===== config.mk =====
export PLATFORM = sky130hd
export DESIGN_NAME = sio_frame_gen
export DESIGN_NICKNAME = d
export VERILOG_FILES = /design/src/rtl/sio_frame_gen.sv
export SDC_FILE = /design/constraint.sdc
export NUM_CORES = 1
export LEC_CHECK = 0
export CAP_MARGIN = 15
export CORE_MARGIN = 2
export CORE_UTILIZATION = 35
export DETAILED_ROUTE_END_ITERATION = 12
export GPL_TIMING_DRIVEN = 0
export SLEW_MARGIN = 5
export SYNTH_ARGS = -nofsm -noshare
export SYNTH_HDL_FRONTEND = slang
export SYNTH_SLANG_ARGS = --single-unit

===== constraint.sdc =====
create_clock -name MCLK -period 2.2 [get_ports MCLK]
set_input_delay 0.44 -clock MCLK [delete_from_list [all_inputs] [get_ports MCLK]]
set_output_delay 0.44 -clock MCLK [all_outputs]
set_load 0.01 [all_outputs]

===== src/rtl/sio_frame_gen.sv =====
// Serial frame generator: emits gap zeros, a start bit, DATA_W data bits
// and an optional parity bit, advancing one bit per rising edge of an
// external bit clock that is synchronised into the MCLK domain.
module sio_frame_gen #(
  parameter int DATA_W    = 10,
  parameter int GAP_W     = 5,
  parameter int PARITY    = 0,
  parameter int MSB_FIRST = 1
) (
  input  logic              MCLK,
  input  logic              nRESET,
  input  logic              SioClk,
  output logic              SioDat,
  input  logic [DATA_W-1:0] TxData,
  input  logic              TxValid,
  output logic              TxAck,
  input  logic              Repeat,
  input  logic [GAP_W-1:0]  GapLen,
  output logic              Busy,
  output logic              FrameDone
);

  // One counter serves both the gap and the data phase, so it must hold
  // whichever of GapLen or DATA_W needs more bits.
  localparam int CNT_W = (GAP_W > $clog2(DATA_W + 1)) ? GAP_W : $clog2(DATA_W + 1);
  localparam logic [CNT_W-1:0] CNT_ONE  = CNT_W'(1);
  localparam logic [CNT_W-1:0] CNT_DATA = CNT_W'(DATA_W);

  typedef enum logic [1:0] {
    ST_INIT = 2'd0,
    ST_GAP  = 2'd1,
    ST_DATA = 2'd2,
    ST_PAR  = 2'd3
  } state_t;

  // Even parity is the XOR of the word; odd parity is its inverse.
  function automatic logic f_parity(input logic [DATA_W-1:0] word);
    f_parity = (PARITY == 2) ? ~(^word) : (^word);
  endfunction

  logic              r_sync1, r_sync2, r_hist;
  logic              w_strobe;
  state_t            r_state, w_state_nx;
  logic [CNT_W-1:0]  r_cnt, w_cnt_nx;
  logic [DATA_W-1:0] r_shift, w_shift_nx;
  logic [DATA_W-1:0] r_last, w_last_nx;
  logic              r_have, w_have_nx;
  logic              r_par, w_par_nx;
  logic              r_dat, w_dat_nx;
  logic              r_busy, w_busy_nx;
  logic              r_ack, w_ack_nx;
  logic              r_done, w_done_nx;
  logic [CNT_W-1:0]  w_gap_load;
  logic [DATA_W-1:0] w_load_word;

  assign w_strobe    = r_sync2 & ~r_hist;
  assign w_gap_load  = CNT_W'(GapLen);
  // A fresh word always beats a repeat of the previous one.
  assign w_load_word = TxValid ? TxData : r_last;

  assign SioDat    = r_dat;
  assign TxAck     = r_ack;
  assign Busy      = r_busy;
  assign FrameDone = r_done;

  // Synchronise SioClk and keep one history bit for rising-edge detection.
  always_ff @(posedge MCLK or negedge nRESET) begin
    if (!nRESET) begin
      r_sync1 <= 1'b0;
      r_sync2 <= 1'b0;
      r_hist  <= 1'b0;
    end else begin
      r_sync1 <= SioClk;
      r_sync2 <= r_sync1;
      r_hist  <= r_sync2;
    end
  end

  // Frame state and all registered outputs.
  always_ff @(posedge MCLK or negedge nRESET) begin
    if (!nRESET) begin
      r_state <= ST_INIT;
      r_cnt   <= '0;
      r_shift <= '0;
      r_last  <= '0;
      r_have  <= 1'b0;
      r_par   <= 1'b0;
      r_dat   <= 1'b0;
      r_busy  <= 1'b0;
      r_ack   <= 1'b0;
      r_done  <= 1'b0;
    end else begin
      r_state <= w_state_nx;
      r_cnt   <= w_cnt_nx;
      r_shift <= w_shift_nx;
      r_last  <= w_last_nx;
      r_have  <= w_have_nx;
      r_par   <= w_par_nx;
      r_dat   <= w_dat_nx;
      r_busy  <= w_busy_nx;
      r_ack   <= w_ack_nx;
      r_done  <= w_done_nx;
    end
  end

  // Next-state logic: everything holds except on a bit-clock strobe;
  // the TxAck and FrameDone pulses clear on every other cycle.
  always_comb begin
    w_state_nx = r_state;
    w_cnt_nx   = r_cnt;
    w_shift_nx = r_shift;
    w_last_nx  = r_last;
    w_have_nx  = r_have;
    w_par_nx   = r_par;
    w_dat_nx   = r_dat;
    w_busy_nx  = r_busy;
    w_ack_nx   = 1'b0;
    w_done_nx  = 1'b0;
    if (w_strobe) begin
      case (r_state)
        ST_INIT: begin
          w_dat_nx   = 1'b0;
          w_busy_nx  = 1'b0;
          w_cnt_nx   = w_gap_load;
          w_state_nx = ST_GAP;
        end
        ST_GAP: begin
          if (r_cnt != '0) begin
            w_dat_nx = 1'b0;
            w_cnt_nx = r_cnt - CNT_ONE;
          end else if (TxValid || (Repeat && r_have)) begin
            w_dat_nx   = 1'b1;
            w_busy_nx  = 1'b1;
            w_shift_nx = w_load_word;
            w_last_nx  = w_load_word;
            w_par_nx   = f_parity(w_load_word);
            w_have_nx  = 1'b1;
            w_ack_nx   = TxValid;
            w_cnt_nx   = CNT_DATA;
            w_state_nx = ST_DATA;
          end else begin
            w_dat_nx = 1'b0;
          end
        end
        ST_DATA: begin
          if (r_cnt != '0) begin
            if (MSB_FIRST != 0) begin
              w_dat_nx   = r_shift[DATA_W-1];
              w_shift_nx = r_shift << 1;
            end else begin
              w_dat_nx   = r_shift[0];
              w_shift_nx = r_shift >> 1;
            end
            w_cnt_nx = r_cnt - CNT_ONE;
          end else if (PARITY != 0) begin
            w_dat_nx   = r_par;
            w_state_nx = ST_PAR;
          end else begin
            w_dat_nx   = 1'b0;
            w_busy_nx  = 1'b0;
            w_done_nx  = 1'b1;
            w_cnt_nx   = w_gap_load;
            w_state_nx = ST_GAP;
          end
        end
        ST_PAR: begin
          w_dat_nx   = 1'b0;
          w_busy_nx  = 1'b0;
          w_done_nx  = 1'b1;
          w_cnt_nx   = w_gap_load;
          w_state_nx = ST_GAP;
        end
        default: begin
          w_dat_nx   = 1'b0;
          w_busy_nx  = 1'b0;
          w_state_nx = ST_INIT;
        end
      endcase
    end else begin
      w_state_nx = r_state;
    end
  end

endmodule


==> reports/results.ini <==
[critical_path]
cp_top_family=simple AND/OR/NAND/NOR gates
slowest_delay_ns=0.46
start_kind=flip-flop
worst_ep_required_time_ns=2.36
crit_type=reg2reg
worstPathMaxFanout=5
cp_cell_sequence=inv_2 > ha_4 > or4b_4 > buf_6 > nor2_4 > a41o_1 > buf_6 > mux2_2
crit_path_frequent_cell=buf_6
cp_slowest_cell=or4b_4
path_buf_inv=3
cp.arrival_ns=2.32
cp-end-kind=flip-flop

[grt]
grt_pass1_vias=1283
overflow=0
track_usage_pct=14.0
grt_max_degree=35
grt_pass1_wl_um=5810
grt_antenna_before_repair=0

[synth]
synthesis.nets=178
syn_area_per_cell_sq_um=11.3
yosys_warnings=0
synth_cell_types=32
ys_seq_area_share_pct=49.2
synth_seq_cells=34
netlist_instances=153
netlist_area_sq_um=1730

[clocking]
clk_path_buf_depth=2
cts-root-buf=clkbuf_8
clock_latency_ns=0.28
cts-buffers-inserted=5
cts_sinks=34
ctsHoldBuffers=0
path_clk_slew_ns=0.07
cts_tree=yes
ctsHtreeMaxLevel=2

[placement]
portBuffers=23
place_congestion=0.830
dpl.hpwl_um=2430

[layout]
synthToLayoutAreaGrowth_pct=27.9
nets=214
drive_gt1_share_pct=22.9
n_antenna_cell=0
fin_util_pct=46.5

[power_and_ir_drop]
p_leak_nw=0.995
peakVddDrop_mv=0.392
p_per_area_nw_per_um2=1050
total_power_w=0.00232

[route]
drc=0
vias=1276
ant_nets=0
viasPerCell=5.00
drtIter0Drc=57
wl_um=3630
first_pass_iters=4
wl_per_cell_um=14.2

[sta]
min_period_ns=2.15
skew_ns=0.00518
fin_setup_tns_ns=0
rsz0062_at_grt=yes
setup_violations=0
hold_violations=0
fin_crit_sh_pct=97.9
fmax_mhz=464
slew_headroom_pct=47.2
maxSlewViolCount=0
hold_slack_ns=0.229
tightest_slew_ns=0.788

[die]
die_x_um=74.3
fp-row-count=25
die_area_sq_um=5520
core_area_sq_um=4750
pin_count=24
dieHeight_um=74.3
initial_core_util_pct=36.4

[run_status]
status=finished, final reports clean

[run]
maxCapViolations=0

[hold_path]
hold_path_class=in2async

==> layout make-up <==
class                      instances  area, sq um
sequential                        34          851
timing repair buffer              29          274
clock buffer                       6         82.6
fill                             462         2540
inverter                           5         18.8
tap                               67         83.8
multi-input combinational        107          860
buffer                             7         41.3
==> final timing paths <==
kind / depth (start not counted) / endpoint / from / slack, ns
worst max-delay path: 8 / r_shift[4]$_DFFE_PN0P_ / r_cnt[1]$_DFFE_PN0P_ / 0.05
worst min-delay path: 1 / Busy$_DFFE_PN0P_ / nRESET / 0.23
worst max register to register: 8 / r_shift[4]$_DFFE_PN0P_ / r_cnt[1]$_DFFE_PN0P_ / 0.05
worst min register to register: 0 / r_sync2$_DFF_PN0_ / r_sync1$_DFF_PN0_ / 0.35
max in group asynchronous: 1 / r_last[3]$_DFFE_PN0P_ / nRESET / 1.48
min in group MCLK: 0 / r_sync2$_DFF_PN0_ / r_sync1$_DFF_PN0_ / 0.35
==> synthesized netlist by cell type, drive strengths merged <==
master	count	area, sq um
a31oi	3	18.8
nand2	10	37.5
a32o	1	10.0
nor2	9	41.3
nor4	1	6.26
nand4	1	6.26
nand2b	5	31.3
nor4b	1	23.8
mux2i	11	110
ha	5	62.6
a21oi	7	35.0
nor2b	2	12.5
buf	3	20.0
a22o	1	8.76
o21ai	14	70.1
o31ai	1	7.51
o32ai	1	8.76
nor3	3	15.0
xor2	2	17.5
a41o	1	10.0
nand3b	2	15.0
inv	5	18.8
clkbuf	5	18.8
and4	1	8.76
a32oi	1	8.76
or4b	1	10.0
a211o	1	8.76
mux2	21	236
dfrtp	34	851
==> routing by layer <==
metal / vias to the layer above / GRT usage, % / share of wire [%]
met5: - / 0 / 0
met2: 31 / 23.4 / 48
met1: 611 / 17.0 / 45
met3: 12 / 4.07 / 4.9
li1: 622 / - / -
met4: 0 / 6.15 / 2.0
==> sequential cells by signal (all words and copies together) (netlist names) <==
| signal | count |
|---|---|
| r_last | 10 |
| Busy | 1 |
| r_have | 1 |
| r_hist | 1 |
| r_state | 1 |
| r_shift | 10 |
| TxAck | 1 |
| r_cnt | 5 |
| FrameDone | 1 |
| r_sync1 | 1 |
| r_sync2 | 1 |
| SioDat | 1 |
==> cells in the final DEF, fill, tap and decap left out, types with 3 or more instances in the layout <==
cell type,instances
nand2b_1,5
clkdlybuf4s50_1,22
buf_4,5
mux2_2,19
nor2_1,8
a31oi_1,3
clkbuf_8,6
nand2_1,10
clkbuf_1,4
o21ai_0,14
mux2i_1,11
dfrtp_1,34
ha_1,4
nor3_1,3
inv_1,3
a21oi_1,7
buf_6,3
==> where the power goes <==
group          switching [W]  internal [W]  total [W]
Sequential          0.000155      0.000808   0.000963
Combinational       0.000446      0.000468   0.000914
Clock               0.000205      0.000241   0.000446
Total               0.000806       0.00152    0.00232
==> per-stage QoR <==
step	instance area (sq um)	setup slack, ns	instances
finish	2210	0.0459	255
global route	2210	-0.0238	255
global placement	2040	-0.121	243
detailed placement	2040	-0.165	243
CTS	2150	0.00604	251
floorplan	1730	0.0958	153
==> cells by family (layout without fill, tap and decap cells) <==
logic type,Yosys count,count (layout),share of synthesized area [%]
adder cells (fa/ha/maj),5,5,3.62
AO/OA/AOI/OAI,31,31,10.8
buffers and inverters,13,47,3.33
multiplexers,32,32,20.0
AND/OR/NAND/NOR,36,37,12.0
XOR/XNOR,2,2,1.01
flip-flops,34,34,49.2
==> timing repair <==
action	CTS	global route
setup endpoints to repair	19	19
gates resized for setup	7	4
gates cloned	1	1
buffers inserted	1	4
pin swaps	1	3
Power figures use the tool's default switching activity.
